<file path="src/rtl/saddr_replay_pkg.sv">
// rtl/saddr_replay_pkg.sv - shared types and widths for the store MLB miss replay controller
package saddr_replay_pkg;

    localparam int ADDR_W   = 44;
    localparam int ATTR_W   = 4;
    localparam int PAGE_LSB = 13;
    localparam int PAGE_W   = ADDR_W - PAGE_LSB;

    typedef enum logic [2:0] {
        IDLE,
        REQ,
        WAIT,
        HOLD,
        FIRE,
        DRAIN
    } replay_st_t;

    typedef struct packed {
        logic              valid;
        logic [ADDR_W-1:0] addr;
        logic [ATTR_W-1:0] attr;
    } replay_ent_t;

    function automatic logic [PAGE_W-1:0] page_of(input logic [ADDR_W-1:0] a);
        return a[ADDR_W-1:PAGE_LSB];
    endfunction

endpackage

</file>
<file path="src/rtl/saddr_miss_replay_if.sv">
// rtl/saddr_miss_replay_if.sv - miss capture, page-walk and replay signals between addrcalc, walker and controller
interface saddr_miss_replay_if;
    import saddr_replay_pkg::*;

    logic              except;
    logic              miss_en;
    logic [ADDR_W-1:0] miss_addr;
    logic [ATTR_W-1:0] miss_attr;
    logic              issue_valid;
    logic              walk_req;
    logic [PAGE_W-1:0] walk_addr;
    logic              walk_ack;
    logic              walk_done;
    logic              bus_hold;
    logic              mex_en;
    logic [ADDR_W-1:0] mex_addr;
    logic [ATTR_W-1:0] mex_attr;
    logic              doStall;
    logic              miss_ovf;
    logic              busy;

    // Replay controller side
    modport master (
        input  except, miss_en, miss_addr, miss_attr, issue_valid, walk_ack, walk_done,
        output walk_req, walk_addr, bus_hold, mex_en, mex_addr, mex_attr, doStall, miss_ovf, busy
    );

    // addrcalc / walker side
    modport slave (
        output except, miss_en, miss_addr, miss_attr, issue_valid, walk_ack, walk_done,
        input  walk_req, walk_addr, bus_hold, mex_en, mex_addr, mex_attr, doStall, miss_ovf, busy
    );

endinterface

</file>
<file path="src/rtl/saddr_replay_fifo.sv">
// rtl/saddr_replay_fifo.sv - page-deduplicating miss queue with flush
module saddr_replay_fifo
    import saddr_replay_pkg::*;
#(
    parameter int DEPTH = 4
) (
    input  logic                   clk,
    input  logic                   rst,
    input  logic                   flush,
    input  logic                   push_en,
    input  logic [ADDR_W-1:0]      push_addr,
    input  logic [ATTR_W-1:0]      push_attr,
    input  logic                   pop,
    output logic [ADDR_W-1:0]      head_addr,
    output logic [ATTR_W-1:0]      head_attr,
    output logic                   empty,
    output logic [$clog2(DEPTH):0] count_next,
    output logic                   drop
);

    localparam int PW = $clog2(DEPTH);
    localparam int CW = PW + 1;

    replay_ent_t     ent [DEPTH];
    logic [PW-1:0]   wr_ptr;
    logic [PW-1:0]   rd_ptr;
    logic [CW-1:0]   count;
    logic            full;
    logic            match;
    logic            pop_ok;
    logic            accept;

    // The in-flight head stays valid until its replay pops it, so scanning
    // valid entries also merges against the page currently being walked.
    always_comb begin
        match = 1'b0;
        for (int i = 0; i < DEPTH; i++) begin
            if (ent[i].valid && (page_of(ent[i].addr) == page_of(push_addr))) begin
                match = 1'b1;
            end
        end
    end

    assign full      = (count == CW'(DEPTH));
    assign empty     = (count == '0);
    assign pop_ok    = pop & ~empty;
    assign accept    = push_en & ~flush & ~match & (~full | pop_ok);
    assign drop      = push_en & ~flush & ~match & full & ~pop_ok;
    assign head_addr = ent[rd_ptr].addr;
    assign head_attr = ent[rd_ptr].attr;

    // Occupancy after this edge; also feeds the registered stall/busy outputs
    always_comb begin
        count_next = count;
        if (flush) begin
            count_next = '0;
        end else if (accept && !pop_ok) begin
            count_next = count + CW'(1);
        end else if (!accept && pop_ok) begin
            count_next = count - CW'(1);
        end
    end

    // Storage and pointers; pop clears before push writes so a full push+pop reuses the slot
    always_ff @(posedge clk or posedge rst) begin
        if (rst) begin
            wr_ptr <= '0;
            rd_ptr <= '0;
            count  <= '0;
            for (int i = 0; i < DEPTH; i++) begin
                ent[i] <= '0;
            end
        end else if (flush) begin
            wr_ptr <= '0;
            rd_ptr <= '0;
            count  <= '0;
            for (int i = 0; i < DEPTH; i++) begin
                ent[i].valid <= 1'b0;
            end
        end else begin
            if (pop_ok) begin
                ent[rd_ptr].valid <= 1'b0;
                rd_ptr            <= rd_ptr + PW'(1);
            end
            if (accept) begin
                ent[wr_ptr] <= '{valid: 1'b1, addr: push_addr, attr: push_attr};
                wr_ptr      <= wr_ptr + PW'(1);
            end
            count <= count_next;
        end
    end

endmodule

</file>
<file path="src/rtl/saddr_miss_replay.sv">
// rtl/saddr_miss_replay.sv - store MLB miss replay FSM, slot arbitration; optional SADDR_REPLAY_STARVE_EN
module saddr_miss_replay
    import saddr_replay_pkg::*;
#(
    parameter int DEPTH = 4
`ifdef SADDR_REPLAY_STARVE_EN
    ,
    parameter int STARVE_MAX = 15
`endif
) (
    input  logic                 clk,
    input  logic                 rst,
    saddr_miss_replay_if.master  bus
);

    localparam int            CW        = $clog2(DEPTH) + 1;
    localparam logic [CW-1:0] STALL_LVL = CW'(DEPTH - 1);

    replay_st_t        st;
    replay_st_t        st_n;
    logic              done_seen;
    logic              done_seen_n;
    logic              grant;
    logic              ready;
    logic              pop;
    logic              empty;
    logic              drop;
    logic [ADDR_W-1:0] head_addr;
    logic [ATTR_W-1:0] head_attr;
    logic [CW-1:0]     count_next;

    saddr_replay_fifo #(.DEPTH(DEPTH)) u_fifo (
        .clk        (clk),
        .rst        (rst),
        .flush      (bus.except),
        .push_en    (bus.miss_en),
        .push_addr  (bus.miss_addr),
        .push_attr  (bus.miss_attr),
        .pop        (pop),
        .head_addr  (head_addr),
        .head_attr  (head_attr),
        .empty      (empty),
        .count_next (count_next),
        .drop       (drop)
    );

    // Walk finished (now or earlier) and the replay only waits for the slot
    assign ready = ((st == WAIT) && (done_seen || bus.walk_done)) ||
                   ((st == REQ) && bus.walk_ack && bus.walk_done);

`ifdef SADDR_REPLAY_STARVE_EN
    logic [3:0] starve;

    assign grant = ~bus.issue_valid | (starve == 4'(STARVE_MAX));

    // Count cycles a ready replay has yielded to normal issue
    always_ff @(posedge clk or posedge rst) begin
        if (rst) begin
            starve <= '0;
        end else if (bus.except || grant) begin
            starve <= '0;
        end else if (ready) begin
            starve <= starve + 4'd1;
        end
    end
`else
    logic issue_unused;

    // Replay always preempts normal issue, so issue_valid is not consulted
    assign grant        = 1'b1;
    assign issue_unused = bus.issue_valid;
`endif

    // State register
    always_ff @(posedge clk or posedge rst) begin
        if (rst) begin
            st        <= IDLE;
            done_seen <= 1'b0;
        end else begin
            st        <= st_n;
            done_seen <= done_seen_n;
        end
    end

    // Next-state and pop decode for the head entry
    always_comb begin
        st_n        = st;
        done_seen_n = 1'b0;
        pop         = 1'b0;
        case (st)
            IDLE: begin
                if (!bus.except && !empty) st_n = REQ;
            end
            REQ: begin
                if (bus.except) begin
                    st_n = (bus.walk_ack && !bus.walk_done) ? DRAIN : IDLE;
                end else if (bus.walk_ack) begin
                    if (ready && grant) begin
                        st_n = HOLD;
                    end else begin
                        st_n        = WAIT;
                        done_seen_n = ready;
                    end
                end
            end
            WAIT: begin
                if (bus.except) begin
                    st_n = ready ? IDLE : DRAIN;
                end else if (ready) begin
                    if (grant) st_n = HOLD;
                    else       done_seen_n = 1'b1;
                end
            end
            HOLD: begin
                st_n = bus.except ? IDLE : FIRE;
            end
            FIRE: begin
                pop  = 1'b1;
                st_n = IDLE;
            end
            DRAIN: begin
                if (bus.walk_done) st_n = IDLE;
            end
            default: st_n = IDLE;
        endcase
    end

    // Registered outputs decoded from the next state so they align with it
    always_ff @(posedge clk or posedge rst) begin
        if (rst) begin
            bus.walk_req  <= 1'b0;
            bus.walk_addr <= '0;
            bus.bus_hold  <= 1'b0;
            bus.mex_en    <= 1'b0;
            bus.mex_addr  <= '0;
            bus.mex_attr  <= '0;
            bus.doStall   <= 1'b0;
            bus.miss_ovf  <= 1'b0;
            bus.busy      <= 1'b0;
        end else begin
            bus.walk_req  <= (st_n == REQ);
            bus.walk_addr <= (st_n == REQ) ? page_of(head_addr) : '0;
            bus.bus_hold  <= (st_n == HOLD) || (st_n == FIRE);
            bus.mex_en    <= (st_n == FIRE);
            bus.mex_addr  <= (st_n == FIRE) ? head_addr : '0;
            bus.mex_attr  <= (st_n == FIRE) ? head_attr : '0;
            bus.doStall   <= (count_next >= STALL_LVL);
            bus.miss_ovf  <= drop;
            bus.busy      <= (count_next != '0) || (st_n != IDLE);
        end
    end

endmodule

</file>
<file path="src/flat_wrapper.sv">
// flat-port wrapper written by rule: the top's interface ports become plain ports
module saddr_miss_replay_flat import saddr_replay_pkg::*;
#(
    parameter int DEPTH = 4

)
  (clk, rst, bus_except, bus_miss_en, bus_miss_addr, bus_miss_attr, bus_issue_valid, bus_walk_ack, bus_walk_done, bus_walk_req, bus_walk_addr, bus_bus_hold, bus_mex_en, bus_mex_addr, bus_mex_attr, bus_doStall, bus_miss_ovf, bus_busy);
  saddr_miss_replay_if bus_i ();
  input  logic clk;
  input  logic rst;
  input wire logic [$bits(bus_i.except)-1:0] bus_except;
  input wire logic [$bits(bus_i.miss_en)-1:0] bus_miss_en;
  input wire logic [$bits(bus_i.miss_addr)-1:0] bus_miss_addr;
  input wire logic [$bits(bus_i.miss_attr)-1:0] bus_miss_attr;
  input wire logic [$bits(bus_i.issue_valid)-1:0] bus_issue_valid;
  input wire logic [$bits(bus_i.walk_ack)-1:0] bus_walk_ack;
  input wire logic [$bits(bus_i.walk_done)-1:0] bus_walk_done;
  output wire logic [$bits(bus_i.walk_req)-1:0] bus_walk_req;
  output wire logic [$bits(bus_i.walk_addr)-1:0] bus_walk_addr;
  output wire logic [$bits(bus_i.bus_hold)-1:0] bus_bus_hold;
  output wire logic [$bits(bus_i.mex_en)-1:0] bus_mex_en;
  output wire logic [$bits(bus_i.mex_addr)-1:0] bus_mex_addr;
  output wire logic [$bits(bus_i.mex_attr)-1:0] bus_mex_attr;
  output wire logic [$bits(bus_i.doStall)-1:0] bus_doStall;
  output wire logic [$bits(bus_i.miss_ovf)-1:0] bus_miss_ovf;
  output wire logic [$bits(bus_i.busy)-1:0] bus_busy;
  assign bus_i.except = bus_except;
  assign bus_i.miss_en = bus_miss_en;
  assign bus_i.miss_addr = bus_miss_addr;
  assign bus_i.miss_attr = bus_miss_attr;
  assign bus_i.issue_valid = bus_issue_valid;
  assign bus_i.walk_ack = bus_walk_ack;
  assign bus_i.walk_done = bus_walk_done;
  assign bus_walk_req = bus_i.walk_req;
  assign bus_walk_addr = bus_i.walk_addr;
  assign bus_bus_hold = bus_i.bus_hold;
  assign bus_mex_en = bus_i.mex_en;
  assign bus_mex_addr = bus_i.mex_addr;
  assign bus_mex_attr = bus_i.mex_attr;
  assign bus_doStall = bus_i.doStall;
  assign bus_miss_ovf = bus_i.miss_ovf;
  assign bus_busy = bus_i.busy;
  saddr_miss_replay #(.DEPTH(DEPTH)) u_core (.clk(clk), .rst(rst), .bus(bus_i));
endmodule
</file>
<file path="config.mk">
export PLATFORM = sky130hd
export DESIGN_NAME = saddr_miss_replay_flat
export DESIGN_NICKNAME = d
export VERILOG_FILES = /design/src/rtl/saddr_replay_pkg.sv /design/src/rtl/saddr_miss_replay_if.sv /design/src/rtl/saddr_replay_fifo.sv /design/src/rtl/saddr_miss_replay.sv /design/src/flat_wrapper.sv
export SDC_FILE = /design/constraint.sdc
export NUM_CORES = 1
export LEC_CHECK = 0
export ABC_AREA = 1
export CORE_UTILIZATION = 60
export DETAILED_ROUTE_END_ITERATION = 10
export PLACE_DENSITY = 0.84
export SYNTH_ARGS = -nofsm -noshare
export SYNTH_HDL_FRONTEND = slang
export SYNTH_SLANG_ARGS = --single-unit
</file>
<file path="constraint.sdc">
create_clock -name clk -period 24.1 [get_ports clk]
set_input_delay 2.41 -clock clk [delete_from_list [all_inputs] [get_ports clk]]
set_output_delay 2.41 -clock clk [all_outputs]
set_load 0.05 [all_outputs]
</file>
== After elaboration in Yosys (flattened, before gate mapping) ==
Index checks and enable logic that the tools add are counted.
Word-level totals
  bits in registers: 291
  bits of input ports: 55
  output and inout port bits: 85
  logic and storage cells: 131
Operators by class
  add/sub/neg operators: 4
  order comparisons: 5
  equal/unequal tests: 13
  multiplexer cells: 43
  bitwise gates (word level): 14
  reduce and logical (&&, ||, !) cells: 27
Operators by type and width (count)
  $mux 196: 3
  $bwmux 196: 2
  $demux 49 s2: 2
  $eq 31x31->1: 4
  $bmux 49 s2: 1
  $mux 49: 2
  $mux 48: 2
  $mux 44: 1
  $mux 3: 13
  $mux 31: 1
  $pmux 3 s5: 1
  $logic_and 1x1->1: 13
  $eq 3x3->1 const B: 4
  $mux 1: 10
  $eq 3x2->1 const B: 3
  $mux 2: 4
  $and 1x1->1: 6
  $eq 3x1->1 const B: 2
  $ge 3x3->1 const B: 2
  $logic_not 3->1: 2
  $lt 3x1->1 const B: 2
  $not 2->3: 2
  $reduce_bool 3->1: 2
  $logic_not 1->1: 5
  9 further kinds: 17

== Logic depth before layout (Yosys ltp) ==
Gate-level depths: netlist of run 1.
  word-level depth: 16
  gate-level depth with buffers: 19
  mapped depth without buffers: 18

== Cells and area by module ==
A second synthesis of run 1 with hierarchy kept.
Unflattened totals
  cells, all modules: 2045
  area total of the unflattened synthesis: 15074.5 um^2
By module, submodules not included
  saddr_replay_fifo: times used 1, cells each 1772, area each 12012.8 um^2, seq. area each 5079.9 um^2
  saddr_miss_replay: times used 1, cells each 273, area each 3061.7 um^2, seq. area each 2202.1 um^2

== Worst setup path before layout of run 1 ==
No wires, ideal clock.
  path kind: input -> register
  start: in bus_miss_addr[17]
  end: reg u_core.u_fifo.ent[167] in the netlist's numbering
  library setup time: 0.125 ns
  arrival: 3.851 ns
  data required time: 23.975 ns
  setup slack: 20.124 ns
  stages on the path: 19
  buffers on the path: 3
  cells stage by stage: buf_2 -> inv_2 -> nand2_1 -> nand2_1 -> nor2_1 -> nand2_1 -> nor2_1 -> nand2_1 -> nor2_1 -> nand2_1 -> nand2_2 -> nor2_4 -> nand2_4 -> inv_6 -> nand3_4 -> buf_6 -> buf_6 -> nand2_1 -> o21ai_1
Between the ends
  cells in the longest elaborated chain, start to end: 10
  elaborated cells between the ends (all ways): 16
  those cells by class: 4 x eq/ne; 5 x mux; 3 x bitwise; 4 x reduce/logical
RTL lines
  from (decl): line flat_wrapper.sv:13  | input wire logic [$bits(bus_i.miss_addr)-1:0] bus_miss_addr;
  $eq 31x31->1: line saddr_replay_fifo.sv:38  | if (ent[i].valid && (page_of(ent[i].addr) == page_of(push_addr))) begin
  $logic_and 1x1->1: line saddr_replay_fifo.sv:38
  $mux 1 (3 in series): line saddr_replay_fifo.sv:38
  $mux 1 *: line saddr_replay_fifo.sv:38
  $not 1->1 *: line saddr_replay_fifo.sv:47  | assign accept = push_en & ~flush & ~match & (~full | pop_ok);
  $and 1x1->1 * (2 in series): line saddr_replay_fifo.sv:47
  $mux 196 *: line saddr_replay_fifo.sv:85  | if (accept) begin
  to (signal, indexed assignment): line saddr_replay_fifo.sv:86  | ent[wr_ptr] <= '{valid: 1'b1, addr: push_addr, attr: push_attr};
  to (decl): line saddr_replay_fifo.sv:24  | replay_ent_t ent [DEPTH];
Mark *: on every way between the ends. The rest lies on a longest branch, timed or not.
A chain may end at the register's enable or synchronous reset.

== Final worst setup path of run 1 ==
  start: in bus_miss_addr[40]
  end: reg u_core.u_fifo.ent[171] in the netlist's numbering
Same word-level chain as after synthesis.

==> results of run 1 <==
==> cell families (layout without fill, tap and decap cells) <==
| family | count (synthesis) | count (layout) | synth area share [%] |
|---|---|---|---|
| buf+inv | 309 | 427 | 8.78 |
| other cells | 0 | 1 | 0 |
| simple gates | 1017 | 1017 | 26.9 |
| fa+ha+maj | 11 | 11 | 0.920 |
| flops | 291 | 291 | 48.7 |
| compound gates | 389 | 389 | 13.8 |
| xor+xnor | 16 | 16 | 0.937 |
==> synthesized netlist by cell type, drive strengths merged <==
cell     number  share of area, %
a211oi        2              0.10
a21boi        2              0.10
a21oi       104               3.5
a221oi       17               1.0
a22oi         9              0.45
a2bb2oi       1             0.059
and2          3              0.13
buf          32               1.7
clkbuf       53               1.4
dfrtp       291                49
ha           11              0.92
inv         224               5.7
nand2       746                19
nand3        33               1.2
nand4        33               1.4
nor2        196               5.0
nor3          4              0.21
nor3b         1             0.050
o211ai        3              0.15
o21ai       249               8.3
o22ai         2             0.084
or3           1             0.042
xnor2        16              0.94
==> sequential cells by signal (all words and copies together) (netlist names) <==
register	flops
u_core.bus.walk_req	1
u_core.u_fifo.rd_ptr	2
u_core.u_fifo.count	3
u_core.u_fifo.wr_ptr	2
u_core.bus.mex_en	1
u_core.bus.doStall	1
u_core.bus.busy	1
u_core.st	3
u_core.bus.miss_ovf	1
u_core.bus.mex_addr	44
u_core.bus.bus_hold	1
u_core.u_fifo.ent	196
u_core.bus.walk_addr	31
u_core.bus.mex_attr	4
==> per-layer routing <==
layer / vias up / part of all wire [%]
met5: - / 0
met4: 0 / 4.4
met3: 131 / 8.4
met1: 6690 / 41
li1: 6614 / -
met2: 756 / 46
==> power by group through the flow <==
| stage | Clock, mW | Sequential (mW) | Combinational (mW) |
|---|---|---|---|
| after floorplan | 0 | 0.743 | 0.323 |
| after global placement | 0 | 0.700 | 0.535 |
| after detailed placement | 0 | 0.705 | 0.551 |
| after CTS | 0.488 | 0.699 | 0.555 |
| after global routing | 0.505 | 0.717 | 0.619 |
| final | 0.487 | 0.704 | 0.562 |
==> worst max-delay path, stage by stage <==
cell	delay, ns
sky130_fd_sc_hd__clkdlybuf4s50_1	0.61
sky130_fd_sc_hd__inv_2	0.12
sky130_fd_sc_hd__nand2_1	0.23
sky130_fd_sc_hd__nand4_1	0.12
sky130_fd_sc_hd__nor2_1	0.28
sky130_fd_sc_hd__nand2_1	0.09
sky130_fd_sc_hd__nor2_1	0.20
sky130_fd_sc_hd__nand2_1	0.11
sky130_fd_sc_hd__nand2_2	0.11
sky130_fd_sc_hd__nor2_4	0.07
sky130_fd_sc_hd__nand2_4	0.10
sky130_fd_sc_hd__inv_6	0.07
sky130_fd_sc_hd__nand3_4	0.42
sky130_fd_sc_hd__buf_4	0.67
sky130_fd_sc_hd__nand2_1	0.16
sky130_fd_sc_hd__o21ai_1	0.11
==> worst max-delay path by stage <==
stage,startpoint,to,slack (ns),cells past startpoint
floorplan,rst,u_core.bus.bus_hold$_DFF_PP0_,13.66,1
global placement,bus_miss_addr[40],u_core.u_fifo.ent[188]$_DFFE_PP0P_,18.27,15
detailed placement,bus_miss_addr[40],u_core.u_fifo.ent[193]$_DFFE_PP0P_,18.24,15
CTS,bus_miss_addr[40],u_core.u_fifo.ent[171]$_DFFE_PP0P_,18.81,16
global route,bus_miss_addr[40],u_core.u_fifo.ent[158]$_DFFE_PP0P_,18.54,16
finish,bus_miss_addr[40],u_core.u_fifo.ent[171]$_DFFE_PP0P_,18.68,16
==> cell type report <==
type | count | area share (%)
diodes | 1 | 0.0144
repair buffers | 147 | 8.33
clock buffers | 46 | 5.36
clock inverters | 10 | 0.640
inverters | 224 | 4.90
well taps | 324 | 2.33
flip-flops and latches | 291 | 41.9
multi-input cells | 1433 | 36.6
==> per-stage QoR <==
stage                     utilization, %  setup slack [ns]  hold WS (ns)  area (µm²)
after floorplan                        -             13.66         0.453       15000
after global placement              67.1             18.27         0.467       16400
after detailed placement            67.1             18.24         0.474       16400
after CTS                           71.3             18.81         0.489       17400
after global routing                71.3             18.54         0.509       17400
final                               71.4             18.68         0.489       17400
==> impl_metrics.ini, run 1 <==
[outcome]
status = complete, no violations

[place]
placed_instance_count = 2419
dp_hpwl_um = 32900
port_buffers = 138
gp_routability_congestion = 1.02

[grt]
grt_max_degree = 144
overall_fraction_of_global_route_tracks_in_use_pct = 37.6
grtUsageMet1_pct = 51.9
initial_antenna_violation_count = 1
grt.overflow.total = 0
grt_pass1_wl_um = 73900
globalRouteMet2Util_pct = 59.7
global_route.peak_usage_layer = met2
number_of_global_route_vias_before_repair = 13200
globalRouteMet3Util_pct = 5.56

[floorplan]
core_area_um2 = 24400
die_width_um = 160
die_h_um = 160
design.die.area_um2 = 25600
placement_rows = 57
initial_utilization_pct = 61.3
pin_count = 140

[drt]
final_routed_wirelength_across_all_metal_layers_um = 47900
detail_route.iter0.violations = 1632
avgViaCountPerCell = 5.73
detail_route.first_pass.iterations = 6
post-route-drc-count = 0
routed-via-count = 14200
post_drt_wl_per_cell_um = 19.4
post_route_antenna_net_violation_count = 0

[logic_synthesis]
post_synth_instance_area_um2 = 15000
postSynthRegisterBits = 291
yosysSeqAreaShare_pct = 48.7
synth_nets = 2099
synthesized_area_divided_by_synthesized_cell_count_um2 = 7.36
yosysUniqueCellTypes = 35
syn_inst = 2033
ys.warnings.count = 0

[sta]
unrepaired_setup_endpoints_after_global_routing = false
hold_viol = 0
fmax_ghz = 0.185
setup-violations-final = 0
fin_worst_skew_ns = 0.0165
actual_transition_at_the_worst_max_transition_pin_ns = 1.22
finalSetupTns_ns = 0
timing.final.crit_share_pct = 22.5
worst_slew_margin_rel_pct = 18.4
timing_max_transition_violations_final = 0
min_period_ns = 5.42

[power]
power_frac_comb_pct = 32.1
power.switching_fraction_pct = 38.8
max-vdd-ir-drop_v = 0.0000759
total_power_divided_by_cell_area_nw_per_um2 = 101
clkPwrFrac_pct = 27.8
p_int_mw = 1.07
sequentialPowerShare_pct = 40.2
switching_power_mw = 0.680
total_leakage_power_nw = 8.62
fin_total_pwr_mw = 1.75

[finish]
multi_input_comb_area_um2 = 6360
seq_area_um2 = 7290
fill_cells = 1999
drive_gt1_share_pct = 4.70
fin_cells = 2476
layout.nets = 2194
final_common_cell = sky130_fd_sc_hd__nand2_1
mostFrequentLayoutCells = sky130_fd_sc_hd__nand2_1 (741), sky130_fd_sc_hd__dfrtp_1 (290), sky130_fd_sc_hd__nor2_1 (195), sky130_fd_sc_hd__o21ai_0 (193), sky130_fd_sc_hd__inv_1 (192)
areaGrowthSynthToFinish_pct = 16.3

[cts]
tritoncts_clock_tree = done
clock_insertion_delay_at_the_later_pin_of_the_skew_report_ns = 0.58
ctsResizeCount = 0
clock_sink_count = 291
postCtsSetupBuffers = 0
htree_num_levels = 1
cts_root_buffer = sky130_fd_sc_hd__clkbuf_16
ctsHoldBuffers = 0
clock_tree.buffer_depth = 3
clk_pin_slew_worst_paths_ns = 0.06
tritoncts.num_buffers = 31

[hold_path]
hold_depth = 2
holdCritStartpoint = u_core.u_fifo.ent[59]$_DFFE_PP0P_
worst_hold_path_type = flip-flop to flip-flop
hold_path_end = u_core.u_fifo.ent[59]$_DFFE_PP0P_

[worst_setup_path]
critical_path_class = input pin to flip-flop
setup.worst_path.start_class = input pin
arrival_ns = 5.91
endpoint_kind = flip-flop
reg2reg_setup_slack_ns = 20.85
timing.rr.start = u_core.u_fifo.ent[180]$_DFFE_PP0P_
cell_depth_of_the_worst_flop_to_flop_path = 14
critical_path.reg2reg.endpoint = u_core.u_fifo.ent[171]$_DFFE_PP0P_
worstPathMaxFanout = 59
worstPathRequired_ns = 24.60

[flow_run]
cap_violations = 0
(Power assumes the default switching activity.)
==> inputs of run 2 (changes only) <==
--- a/config.mk
+++ b/config.mk
@@ -6,9 +6,9 @@
 export NUM_CORES = 1
 export LEC_CHECK = 0
 export ABC_AREA = 1
-export CORE_UTILIZATION = 60
+export CORE_UTILIZATION = 58
 export DETAILED_ROUTE_END_ITERATION = 10
-export PLACE_DENSITY = 0.84
+export PLACE_DENSITY = 0.82
 export SYNTH_ARGS = -nofsm -noshare
 export SYNTH_HDL_FRONTEND = slang
 export SYNTH_SLANG_ARGS = --single-unit
==> constraint.sdc (replaced) <==
create_clock -name clk -period 5 [get_ports clk]
set_input_delay 0.5 -clock clk [delete_from_list [all_inputs] [get_ports clk]]
set_output_delay 0.5 -clock clk [all_outputs]
set_load 0.05 [all_outputs]
==> run 2 against run 1 <==
Against the previous run:
- non-clock buffer count is 1 higher
- sequential power grew to 4.8 times the previous value
- core utilization is 2.3 points lower
- count of clock-buffer cells in the layout is 12 lower
- final cell count is 0.24% higher
- total power grew to 4.8 times the previous value
- largest cell class unchanged
- largest power group unchanged
==> impl_metrics.ini, run 2 (synthesis gave the netlist of run 1 again) <==
[outcome]
status = complete, no violations

[grt]
grt.overflow.total = 0
initial_antenna_violation_count = 0
grt_max_degree = 152
grt_pass1_wl_um = 74400
overall_fraction_of_global_route_tracks_in_use_pct = 36.8
number_of_global_route_vias_before_repair = 13400

[worst_setup_path]
critical_path_class = input pin to flip-flop
crit_slowest_cell = sky130_fd_sc_hd__buf_4
crit_top_cell = sky130_fd_sc_hd__nand2_1
endpoint_kind = flip-flop
worstPathBufferInverterCount = 4
arrival_ns = 3.79
setup.worst_path.start_class = input pin
critical_path_cell_sequence = clkdlybuf4s50_1 > inv_2 > nand2_1 > nand4_1 > nor2_1 > nand2_1 > nor2_1 > nand2_1 > nand2_2 > nor2_4 > nand2_4 > inv_6 > nand3_4 > buf_4 > nand2_1 > o21ai_1
worstPathRequired_ns = 5.48
timing.rr.start = u_core.u_fifo.ent[180]$_DFFE_PP0P_
worstPathMaxFanout = 97
critPathTopFamily = buffers and inverters
crit_path_max_incr_delay_ns = 0.85
critPathLaunch = bus_miss_addr[40]

[cts]
clock_tree.buffer_depth = 3
cts_root_buffer = sky130_fd_sc_hd__clkbuf_16
tritoncts.num_buffers = 30
ctsResizeCount = 0
postCtsSetupBuffers = 0
tritoncts_clock_tree = done
ctsHoldBuffers = 0
clk_pin_slew_worst_paths_ns = 0.06
htree_num_levels = 1
clock_insertion_delay_at_the_later_pin_of_the_skew_report_ns = 0.58
clock_sink_count = 291

[power]
total_power_divided_by_cell_area_nw_per_um2 = 488
total_leakage_power_nw = 8.62
fin_total_pwr_mw = 8.50
max-vdd-ir-drop_v = 0.000347

[sta]
timing_max_transition_violations_final = 0
fin_worst_skew_ns = 0.0167
timing.final.crit_share_pct = 66.2
fin_ws_ns = 1.69
setup-violations-final = 0
min_period_ns = 3.31
finalSetupTns_ns = 0
hold_viol = 0
fmax_ghz = 0.302
worst_slew_margin_rel_pct = 24.2
actual_transition_at_the_worst_max_transition_pin_ns = 1.14
unrepaired_setup_endpoints_after_global_routing = false
smallest_hold_slack_ns = 0.176

[finish]
regMostFlops = u_core.u_fifo.ent
layout_top_registers = u_core.u_fifo.ent x196, u_core.bus.mex_addr x44, u_core.bus.walk_addr x31
largest_register_ff_count = 196
final_common_cell = sky130_fd_sc_hd__nand2_1
utilization_pct = 69.0
layout.nets = 2194
antennaDiodeCount = 0
mostFrequentLayoutCells = sky130_fd_sc_hd__nand2_1 (741), sky130_fd_sc_hd__dfrtp_1 (290), sky130_fd_sc_hd__nor2_1 (195), sky130_fd_sc_hd__o21ai_0 (193), sky130_fd_sc_hd__inv_1 (192)
areaGrowthSynthToFinish_pct = 16.5
drive_gt1_share_pct = 4.93
fill_cells = 2116

[flow_run]
cap_violations = 0

[floorplan]
design.die.area_um2 = 26400
die_h_um = 163
initial_utilization_pct = 59.2
die_width_um = 163
placement_rows = 58
core_area_um2 = 25300
pin_count = 140

[drt]
detail_route.first_pass.iterations = 6
post-route-drc-count = 0
avgViaCountPerCell = 5.73
post_route_antenna_net_violation_count = 0
routed-via-count = 14200
detail_route.iter0.violations = 1896
final_routed_wirelength_across_all_metal_layers_um = 47600
post_drt_wl_per_cell_um = 19.2

[place]
port_buffers = 138
pre_cts_setup_slack_ns = 1.25
dp_hpwl_um = 32600
gp_routability_congestion = 1.07

[hold_path]
worst_hold_path_type = input pin to async pin
==> run 2: changes by cell type in the layout (fill, tap and decap cells not counted), moves of 2 or more <==
cell	delta
sky130_fd_sc_hd__clkinv_4	+2
sky130_fd_sc_hd__bufinv_16	+2
sky130_fd_sc_hd__clkinvlp_4	+4
sky130_fd_sc_hd__clkbuf_1	-4
sky130_fd_sc_hd__clkinv_2	+3
sky130_fd_sc_hd__clkbuf_8	-7
==> run 2: final cells by class <==
cell class | count | area (µm²) | area share [%]
tap | 330 | 413 | 2.37
sequential | 291 | 7290 | 41.8
multi-input combinational | 1433 | 6360 | 36.5
clock buffer | 34 | 796 | 4.57
inverter | 224 | 850 | 4.87
clock inverter | 22 | 254 | 1.46
timing repair buffer | 148 | 1470 | 8.43
==> run 2: path summary, 6_finish.rpt <==
kind | endpoint | slack, ns | cells after the start
max | u_core.u_fifo.ent[171]$_DFFE_PP0P_ | 1.69 | 16
min | u_core.u_fifo.ent[82]$_DFFE_PP0P_ | 0.18 | 2
max reg2reg | u_core.u_fifo.ent[171]$_DFFE_PP0P_ | 1.89 | 14
min reg2reg | u_core.u_fifo.ent[10]$_DFFE_PP0P_ | 0.49 | 2
max in group asynchronous | u_core.bus.mex_addr[11]$_DFF_PP0_ | 3.72 | 3
min in group clk | u_core.u_fifo.ent[10]$_DFFE_PP0P_ | 0.49 | 2
==> run 2: report_power, final <==
part / internal, mW / switching (mW) / total (mW)
logic: 0.852 / 1.86 / 2.71
registers: 2.94 / 0.475 / 3.41
clock network: 1.36 / 1.01 / 2.37
==> run 2: metrics by stage <==
stage	std cells	instance area, µm²
after floorplan	2033	15000
after global placement	2426	16400
after detailed placement	2426	16400
after CTS	2482	17400
after global routing	2482	17400
final	2482	17400
==> run 2: worst register-to-register path, cell delays in order, from the launching register on <==
cell                      delay [ns]
sky130_fd_sc_hd__dfrtp_1        0.41
sky130_fd_sc_hd__xnor2_1        0.43
sky130_fd_sc_hd__nand3_1        0.21
sky130_fd_sc_hd__nor2_1         0.13
sky130_fd_sc_hd__nand2_1        0.07
sky130_fd_sc_hd__nor2_1         0.10
sky130_fd_sc_hd__nand2_1        0.07
sky130_fd_sc_hd__nand2_2        0.09
sky130_fd_sc_hd__nor2_4         0.07
sky130_fd_sc_hd__nand2_4        0.10
sky130_fd_sc_hd__inv_6          0.07
sky130_fd_sc_hd__nand3_4        0.05
sky130_fd_sc_hd__buf_4          0.85
sky130_fd_sc_hd__nand2_1        0.19
sky130_fd_sc_hd__o21ai_1        0.16
==> run 2: routing by layer <==
layer  global-route usage (%)  routed length, µm  vias up
li1                         -                  -     6610
met1                     50.5              19200     6719
met2                     58.9              22300      778
met3                     5.58               4150      107
met4                     14.0               2020        0
met5                        0                  0        -
==> inputs of run 3 (changes only) <==
==> constraint.sdc (replaced) <==
create_clock -name clk -period 3.05 [get_ports clk]
set_input_delay 0.305 -clock clk [delete_from_list [all_inputs] [get_ports clk]]
set_output_delay 0.305 -clock clk [all_outputs]
set_load 0.05 [all_outputs]
==> run 3 against run 2 <==
Against the previous run:
- register-to-register slack got worse by 1.4 ns
- sequential cell count is the same
- critical path depth is 3 lower
- via count decreased by 0.20%
- global-route usage grew 1.4 points
- worst hold slack lost 0.056 ns
- clock skew rose by 0.0034 ns
- critical path type is now flip-flop to flip-flop
==> impl_metrics.ini, run 3 (synthesis gave the netlist of run 1 again) <==
[worst_setup_path]
worstPathMaxFanout = 20
critical_path_class = flip-flop to flip-flop
worstPathRequired_ns = 3.49
arrival_ns = 2.97
setup.worst_path.start_class = flip-flop
reg2reg_setup_slack_ns = 0.53
critical_path.reg2reg.endpoint = u_core.u_fifo.ent[183]$_DFFE_PP0P_
endpoint_kind = flip-flop
cell_depth_of_the_worst_flop_to_flop_path = 13
timing.rr.start = u_core.u_fifo.count[0]$_DFF_PP0_

[drt]
final_routed_wirelength_across_all_metal_layers_um = 49300
routed-via-count = 14200
detail_route.first_pass.iterations = 6
post-route-drc-count = 0
post_drt_wl_per_cell_um = 19.6
detail_route.iter0.violations = 1510
avgViaCountPerCell = 5.63
post_route_antenna_net_violation_count = 0

[power]
total_power_divided_by_cell_area_nw_per_um2 = 786
total_leakage_power_nw = 8.88
max-vdd-ir-drop_v = 0.000756

[finish]
antennaDiodeCount = 0
layout_top_registers = u_core.u_fifo.ent x196, u_core.bus.mex_addr x44, u_core.bus.walk_addr x31
drive_gt1_share_pct = 6.21
seq_area_um2 = 7290
final_common_cell = sky130_fd_sc_hd__nand2_1
fill_cells = 2004
regMostFlops = u_core.u_fifo.ent
multi_input_comb_area_um2 = 6360
fin_cells = 2519
layout.nets = 2231
mostFrequentLayoutCells = sky130_fd_sc_hd__nand2_1 (741), sky130_fd_sc_hd__dfrtp_1 (290), sky130_fd_sc_hd__nor2_1 (195), sky130_fd_sc_hd__o21ai_0 (193), sky130_fd_sc_hd__inv_1 (192)
largest_register_ff_count = 196
utilization_pct = 70.9
areaGrowthSynthToFinish_pct = 19.7

[sta]
fin_ws_ns = 0.526
worst_slew_margin_rel_pct = 57.7
setup-violations-final = 0
min_period_ns = 2.52
timing.final.crit_share_pct = 82.7
hold_viol = 0
fin_worst_skew_ns = 0.0201
timing_max_transition_violations_final = 0
unrepaired_setup_endpoints_after_global_routing = false
actual_transition_at_the_worst_max_transition_pin_ns = 0.634
fmax_ghz = 0.396

[flow_run]
cap_violations = 0

[floorplan]
design.die.area_um2 = 26400
die_width_um = 163
pin_count = 140
initial_utilization_pct = 59.2
die_h_um = 163
core_area_um2 = 25300
placement_rows = 58

[grt]
grt_pass1_wl_um = 76600
grt_max_degree = 110
initial_antenna_violation_count = 0
overall_fraction_of_global_route_tracks_in_use_pct = 38.1
number_of_global_route_vias_before_repair = 13500
grt.overflow.total = 0

[cts]
clock_sink_count = 291
ctsHoldBuffers = 0
clk_pin_slew_worst_paths_ns = 0.06
clock_tree.buffer_depth = 3
tritoncts.num_buffers = 30
clock_insertion_delay_at_the_later_pin_of_the_skew_report_ns = 0.58
tritoncts_clock_tree = done
ctsResizeCount = 0
htree_num_levels = 1
cts_root_buffer = sky130_fd_sc_hd__clkbuf_16
postCtsSetupBuffers = 0

[place]
pre_cts_setup_slack_ns = 0.141
placed_instance_count = 2463
port_buffers = 138
gp_routability_congestion = 1.07
dp_hpwl_um = 36100

[hold_path]
worst_hold_path_type = input pin to async pin

[outcome]
status = complete, no violations
## run 3: cell type report
class	instances	share of cell area, %
sequential	291	40.7
multi-input combinational	1433	35.5
timing repair buffer	185	10.7
clock buffer	46	4.98
inverter	224	4.74
tap	330	2.31
clock inverter	10	1.01
## run 3: through the flow
step           setup TNS, ns  hold slack [ns]  cell area, µm²  total power [mW]
2_1_floorplan        -324.81            0.377           15000              8.42
4_1_cts                    0            0.125           17900              14.0
3_3_place_gp               0            0.466           16800              9.89
3_5_place_dp               0            0.474           16800              10.1
5_1_grt                    0            0.147           17900              14.8
6_report                   0            0.119           17900              14.1
## run 3: power by group
part	internal, mW	leakage, nW	switching (mW)
combinational	1.48	4.54	3.10
clock	2.35	0.521	1.59
sequential	4.82	3.83	0.738
## run 3: worst max-delay path by stage
stage                                startpoint                                 end  slack [ns]  cells after the start
6_report       u_core.u_fifo.count[0]$_DFF_PP0_  u_core.u_fifo.ent[183]$_DFFE_PP0P_        0.53                     13
5_1_grt        u_core.u_fifo.count[0]$_DFF_PP0_  u_core.u_fifo.ent[173]$_DFFE_PP0P_        0.35                     13
4_1_cts        u_core.u_fifo.count[0]$_DFF_PP0_  u_core.u_fifo.ent[183]$_DFFE_PP0P_        0.59                     13
3_5_place_dp                  bus_miss_addr[32]  u_core.u_fifo.ent[152]$_DFFE_PP0P_        0.14                     18
3_3_place_gp                  bus_miss_addr[35]   u_core.u_fifo.ent[12]$_DFFE_PP0P_        0.20                     15
2_1_floorplan                               rst       u_core.bus.bus_hold$_DFF_PP0_       -1.12                      1
## run 3: layer usage
metal	up-vias	GRT usage, %	wire length [µm]
li1	6681	-	-
met3	115	6.34	3980
met4	0	13.4	1750
met2	669	62.7	23400
met1	6721	51.2	20100
met5	-	0	0
## run 3: critical path, cell delays in order (launching register included)
cell,delay (ns)
sky130_fd_sc_hd__dfrtp_1,0.35
sky130_fd_sc_hd__inv_1,0.09
sky130_fd_sc_hd__ha_1,0.24
sky130_fd_sc_hd__nand2_1,0.11
sky130_fd_sc_hd__inv_2,0.06
sky130_fd_sc_hd__nor3_4,0.33
sky130_fd_sc_hd__inv_2,0.16
sky130_fd_sc_hd__nand3_1,0.26
sky130_fd_sc_hd__nand2_4,0.12
sky130_fd_sc_hd__inv_6,0.11
sky130_fd_sc_hd__nand3_4,0.19
sky130_fd_sc_hd__buf_12,0.23
sky130_fd_sc_hd__nand2_1,0.08
sky130_fd_sc_hd__o21ai_1,0.07
